--- src/rtl/ifetch_line_prefetch.sv ---
// Two-line instruction buffer with sequential prefetch between the local store and fetch.
// Ports: clk/reset; fetch side if_req/if_pc/if_flush/inv_all -> if_valid/if_instr0/if_instr1;
// LS side ls_req/ls_addr/ls_gnt/ls_rvalid/ls_rdata (quadword beats, lowest word in bits 0:31).
module ifetch_line_prefetch #(
    parameter int PC_W = 16
) (
    input  logic            clk,
    input  logic            reset,
    input  logic            if_req,
    input  logic [PC_W-1:0] if_pc,
    input  logic            if_flush,
    input  logic            inv_all,
    output logic            if_valid,
    output logic [0:31]     if_instr0,
    output logic [0:31]     if_instr1,
    output logic            ls_req,
    output logic [PC_W-3:0] ls_addr,
    input  logic            ls_gnt,
    input  logic            ls_rvalid,
    input  logic [0:127]    ls_rdata
);
    localparam int TW = PC_W - 4;

    typedef enum logic [1:0] {
        IDLE,
        REQ,
        WAIT,
        DRAIN
    } state_t;

    state_t        state;
    state_t        state_nxt;

    logic [31:0]   mem [2][16];
    logic [TW-1:0] tag [2];
    logic [1:0]    vld;
    logic          lru;

    logic [1:0]    beat;
    logic [1:0]    rbeat;
    logic [2:0]    outst;
    logic          fill_buf;
    logic          fill_pf;
    logic [TW-1:0] fill_tag;
    logic          pulse;

    logic [TW-1:0] pc_tag;
    logic [3:0]    pc_word;
    logic          filling;
    logic [1:0]    hit_b;
    logic          hit;
    logic          hit_idx;
    logic          serve;
    logic          miss;
    logic          mru;
    logic [TW-1:0] pf_tag;
    logic          pf_present;
    logic          pf_go;
    logic          gnt_acc;
    logic          ret_acc;
    logic [2:0]    out_nxt;
    logic          last_ret;
    logic          kill;
    logic          redirect;
    logic          start_dem;
    logic          start_pf;
    logic          complete;

    assign pc_tag  = if_pc[PC_W-1:4];
    assign pc_word = if_pc[3:0];
    assign filling = (state == REQ) || (state == WAIT);

    // The buffer under fill has its valid bit cleared, but exclude it
    // explicitly so a stale tag can never alias.
    always_comb begin
        for (int i = 0; i < 2; i++) begin
            hit_b[i] = vld[i] && (tag[i] == pc_tag)
                && !(filling && (fill_buf == 1'(i)));
        end
    end

    assign hit     = |hit_b;
    assign hit_idx = hit_b[1];
    assign serve   = if_req && !if_flush && hit;
    assign miss    = if_req && !if_flush && !hit;

    // Next sequential line after the most recently used one; the
    // tag width makes the last line wrap to line 0.
    assign mru        = ~lru;
    assign pf_tag     = tag[mru] + 1'b1;
    assign pf_present = (vld[0] && (tag[0] == pf_tag))
                     || (vld[1] && (tag[1] == pf_tag));
    assign pf_go      = !if_req && !if_flush && !inv_all
                     && vld[mru] && !pf_present;

    // Returns with nothing outstanding belong to a fill abandoned by
    // reset and are dropped.
    assign gnt_acc  = (state == REQ) && ls_gnt;
    assign ret_acc  = (state != IDLE) && ls_rvalid && (outst != 3'd0);
    assign out_nxt  = outst + {2'b00, gnt_acc} - {2'b00, ret_acc};
    assign last_ret = filling && ret_acc && (rbeat == 2'd3);

    assign kill     = if_flush || inv_all;
    assign redirect = miss && (pc_tag != fill_tag);

    always_comb begin
        state_nxt = state;
        start_dem = 1'b0;
        start_pf  = 1'b0;
        complete  = 1'b0;
        unique case (state)
            IDLE: begin
                if (miss) begin
                    start_dem = 1'b1;
                    state_nxt = REQ;
                end else if (pf_go) begin
                    start_pf  = 1'b1;
                    state_nxt = REQ;
                end
            end
            REQ, WAIT: begin
                if (kill) begin
                    state_nxt = (out_nxt != 3'd0) ? DRAIN : IDLE;
                end else if (last_ret) begin
                    complete  = 1'b1;
                    state_nxt = IDLE;
                end else if (redirect) begin
                    state_nxt = (out_nxt != 3'd0) ? DRAIN : IDLE;
                end else if ((state == REQ) && gnt_acc
                             && (beat == 2'd3)) begin
                    state_nxt = WAIT;
                end
            end
            DRAIN: begin
                if (out_nxt == 3'd0) begin
                    state_nxt = IDLE;
                end
            end
            default: state_nxt = IDLE;
        endcase
    end

    always_ff @(posedge clk) begin
        if (reset) begin
            state     <= IDLE;
            vld       <= 2'b00;
            tag[0]    <= '0;
            tag[1]    <= '0;
            lru       <= 1'b0;
            beat      <= 2'd0;
            rbeat     <= 2'd0;
            outst     <= 3'd0;
            fill_buf  <= 1'b0;
            fill_pf   <= 1'b0;
            fill_tag  <= '0;
            pulse     <= 1'b0;
            if_instr0 <= '0;
            if_instr1 <= '0;
        end else begin
            state <= state_nxt;
            pulse <= serve;
            outst <= out_nxt;

            if (serve) begin
                if_instr0 <= mem[hit_idx][pc_word];
                if_instr1 <= mem[hit_idx][pc_word + 4'd1];
                lru       <= ~hit_idx;
            end

            if (start_dem || start_pf) begin
                fill_buf   <= lru;
                fill_tag   <= start_dem ? pc_tag : pf_tag;
                fill_pf    <= start_pf;
                beat       <= 2'd0;
                rbeat      <= 2'd0;
                vld[lru]   <= 1'b0;
            end

            if (gnt_acc) begin
                beat <= beat + 2'd1;
            end

            if (filling && ret_acc) begin
                for (int k = 0; k < 4; k++) begin
                    mem[fill_buf][{rbeat, 2'(k)}] <= ls_rdata[32*k +: 32];
                end
                rbeat <= rbeat + 2'd1;
            end

            // A completed prefetch leaves LRU alone so the demand line
            // it follows is not chosen as the next victim.
            if (complete) begin
                vld[fill_buf] <= 1'b1;
                tag[fill_buf] <= fill_tag;
                if (!fill_pf) begin
                    lru <= ~fill_buf;
                end
            end

            if (inv_all) begin
                vld <= 2'b00;
            end
        end
    end

    assign if_valid = pulse && !if_flush;
    assign ls_req   = (state == REQ);
    assign ls_addr  = ls_req ? {fill_tag, beat} : '0;

endmodule

--- config.mk ---
export PLATFORM = sky130hd
export DESIGN_NAME = ifetch_line_prefetch
export DESIGN_NICKNAME = d
export VERILOG_FILES = /design/src/rtl/ifetch_line_prefetch.sv
export SDC_FILE = /design/constraint.sdc
export NUM_CORES = 2
export LEC_CHECK = 0
export BUFFER_PORTS_ARGS = -buffer_cell sky130_fd_sc_hd__buf_2
export CORE_AREA = 2 2 325 327
export DETAILED_ROUTE_END_ITERATION = 6
export DIE_AREA = 0 0 327 329
export GPL_ROUTABILITY_DRIVEN = 0
export PLACE_DENSITY = 0.82
export SLEW_MARGIN = 10
export SYNTH_ARGS = -nofsm -noshare
export SYNTH_HDL_FRONTEND = slang
export SYNTH_SLANG_ARGS = --single-unit
--- constraint.sdc ---
create_clock -name clk -period 15.8 [get_ports clk]
set_clock_uncertainty 0.1 [all_clocks]
set_input_delay 0.79 -clock clk [delete_from_list [all_inputs] [get_ports clk]]
set_output_delay 0.79 -clock clk [all_outputs]
set_load 0.05 [all_outputs]
==> summary.md <==
| Metric | Value |
|---|---|
| Status | `finished, violations left` |
| Violated checks | `design-rule violations` |
| I/O pin count | `roughly 230` |
| Drt first pass iters | `7` |
| Met3 track demand over resource | `0.0635` |
| Netlist cell types | `61` |
| Area Growth Syn to Fin | `10.9%` |
| Antenna Nets Post-Route | `0` |
| Clk buf depth | `3` |
| CTS tree | `yes` |
| PortBufs | `230` |
| Commonest non-fill, non-tap cell in the layout | `nand2_1` |
| Fin worst setup slack | `~9.3 ns` |
| Vias | `about 39,000` |
| CORE AREA | `around 100,000 µm²` |
| First-pass GRT wire length | `roughly 240 mm` |
| DR vias/cell | `just under 7` |
| Actual transition at the worst max-transition pin | `approximately 1.2 ns` |
| Worst-path maximum fanout | `87` |
| Final Cycle Share | `0.411` |
| Critical path class | `reg2reg` |
| Crit path from | `state[1]` |
| Cell internal pwr | `5270 µW` |
| Combinational power share | `0.091` |
| Sw frac | `0.234` |
| Lkg Pwr | `0.0213 µW` |
| GRT overflow | `0` |
| DRC | `1` |
| Post-cts resize count | `0` |
| Ys Warns | `0` |
| Commonest register cell after synthesis | `edfxtp_1` |
| Top Usage Layer GRT | `met2` |
| Gr usage total | `0.293` |
| Cts bufs inserted | `approximately 110` |
| Final Max Slew Viols | `0` |
| Final min period | `roughly 6.5 ns` |
| Sequential share of the synthesized area | `0.585` |
| PwrDens | `between 100 and 150 nW/µm²` |
| Net load switching power | `about 1600 µW` |
| Post-Syn Area | `56,900 µm²` |
| Initial drt markers | `about 5,700` |
| Vias in the first global route | `slightly below 40,000` |
| Layout cells sized above 1 | `0.226` |
| Hold Path Class | `in2reg` |
| Antenna violations before repair | `17` |
| Clock power frac | `0.424` |
| Pin count of the biggest net entering global routing | `between 100 and 150` |
| Startpoint Class | `flip-flop` |
| Most frequent CP cell | `buf_4` |
| Asr flop ratio synth | `0` |
| Rel. slew slack | `0.210` |
| Peak VDD IR | `a little under 0.1 mV` |
| Pre-CTS WS | `9.28 ns` |
| Peak per-stage delay on the critical path | `~0.91 ns` |
| Number of cell rows | `between 100 and 150` |
| Post-DP HPWL | `93.4 mm` |
| Mean Syn Cell Area | `between 10 and 15 µm²` |
| Syn nets | `roughly 4,400` |
| CP max-delay cell | `buf_4` |
| Number of synthesized flops with an enable pin | `1,048` |
| Met2 usage | `0.482` |
| Final setup TNS | `0 ns` |
| Critical-path cell list | `inv_1, ha_1, nand2_1, nand3_1, nor4_4, buf_4, buf_4, buf_4, buf_4, mux4_2, mux4_2, o21ai_0, a211oi_1` |
| Synth Register Bits | `between 1,000 and 1,500` |
| Most frequent cells in the layout | `1,195 x nand2_1, 1,048 x edfxtp_1, 448 x mux4_2` |
| Met1 Use GR | `0.375` |
| Mapped Cells | `4,210` |
| Unrepaired setup endpoints after global routing | `false` |
| CP Capture Type | `flip-flop` |
| Clock Latency Late Sink | `0.72 ns` |
| Worst r2r src | `state[1]` |
| # Post-CTS Setup Buffers | `0` |
| Die Wd | `between 300 and 400 µm` |
| Seq pwr share | `0.485` |
| CTS H-tree depth | `3` |
| Final Setup Violations | `0` |
| Nets | `~4,500` |
| Final WL | `159 mm` |
| CTS Sinks | `1,139` |
| Die area | `108,000 µm²` |
| Final hold vios | `0` |
| Critical Path AT | `roughly 7 ns` |
| Max Freq | `approximately 0.15 GHz` |
| Hold Startpoint | `if_pc[4]` |
| Clock-pin slew on the worst setup and hold paths | `0.07 ns` |
| CTS root buf | `clkbuf_16` |
| Max Cap Viol | `0` |
| Critical Path RT | `roughly 16 ns` |
| Hold Buf Count CTS | `0` |
| Starting Density | `0.545` |
| WL per Instance | `27.4 µm` |
| Die Height | `between 300 and 400 µm` |
-- layer usage --
metal	part of all wire	up-vias
li1	-	16400
met1	0.34	19300
met4	0.047	6
met5	0.00028	-
met2	0.48	2872
met3	0.13	542
-- power by group through the flow --
| stage | Clock (µW) | Combinational (µW) | Sequential, µW |
|---|---|---|---|
| after floorplan | 0 | 429 | 3390 |
| after global routing | 3040 | 673 | 3340 |
| after CTS | 2920 | 617 | 3330 |
| after global placement | 0 | 590 | 3400 |
| after detailed placement | 0 | 609 | 3400 |
| final | 2920 | 625 | 3330 |
-- flip-flops by register name (all words and copies together) (netlist names) --
signal,flops
if_instr1,32
beat,2
rbeat,2
fill_tag,12
pulse,1
lru,1
outst,3
mem,1024
vld,2
fill_buf,1
state,2
fill_pf,1
tag,24
if_instr0,32
-- cell type report --
type	count	area, µm²
Fill cell	7403	41300
Sequential cell	1139	33300
Multi-Input combinational cell	2730	22300
Clock buffer	149	3100
Tap cell	1391	1740
Timing Repair Buffer	295	1680
Clock inverter	65	938
Inverter	15	56.3
Antenna cell	13	32.5
-- critical path, delay by kind of cell, from the launching register on --
family                     cells  cell delay, ns
muxes                          2            0.88
AOI/OAI and AO/OA              2            0.26
and+or+nand+nor                3            0.63
DFF                            1            0.37
buffers and inverters          5            3.38
adders and majority gates      1            0.40
-- logic make-up (layout without fill, tap and decap cells) --
family                   Yosys count  after routing  share of synthesized area
multiplexers                     531            531                      0.193
buffers and inverters            341            524                     0.0264
XOR/XNOR                          72             72                     0.0113
adder cells (fa/ha/maj)           13             13                    0.00299
flip-flops                      1139           1139                      0.585
AO/OA/AOI/OAI                    565            565                     0.0666
AND/OR/NAND/NOR                 1549           1549                      0.115
other                              0             13                          0
-- per-stage QoR --
step | utilization | power [µW] | hold WS [ns] | instances | cell area, µm²
global route | 0.605 | 7040 | 0.285 | 5794 | 63100
finish | 0.605 | 6880 | 0.269 | 5797 | 63100
global placement | 0.566 | 3990 | 0.353 | 5570 | 59000
detailed placement | 0.566 | 4010 | 0.371 | 5570 | 59000
floorplan | - | 3820 | 0.345 | 4210 | 56900
CTS | 0.604 | 6880 | 0.238 | 5784 | 63100
-- cell usage after synthesis (10+ instances only) --
cell	number	area (µm²)
mux4_2	448	10100
nand2_1	1200	4500
inv_1	15	56.3
nand4_1	16	100
mux2_2	34	383
a211oi_1	193	1450
xnor2_1	32	280
o21ai_0	75	375
buf_1	17	63.8
o21ai_1	15	75.1
a31oi_1	131	820
a21oi_1	25	125
nor2_1	54	203
buf_4	27	203
and2_1	172	1080
nand3_1	51	255
o22ai_1	35	219
clkbuf_1	208	781
ha_1	12	150
a22oi_1	64	480
nor2b_1	10	62.6
mux2i_1	49	490
buf_2	67	335
edfxtp_1	1048	31500
dfxtp_1	91	1820
xor2_1	39	342
-- worst paths after layout --
path / slack [ns] / cells after the start / end
max: 9.31 / 13 / if_instr0[13]
min: 0.27 / 3 / fill_tag[0]
max reg2reg: 9.31 / 13 / if_instr0[13]
min reg2reg: 0.38 / 2 / fill_pf
Note: power is estimated with default switching activity, not from simulation.
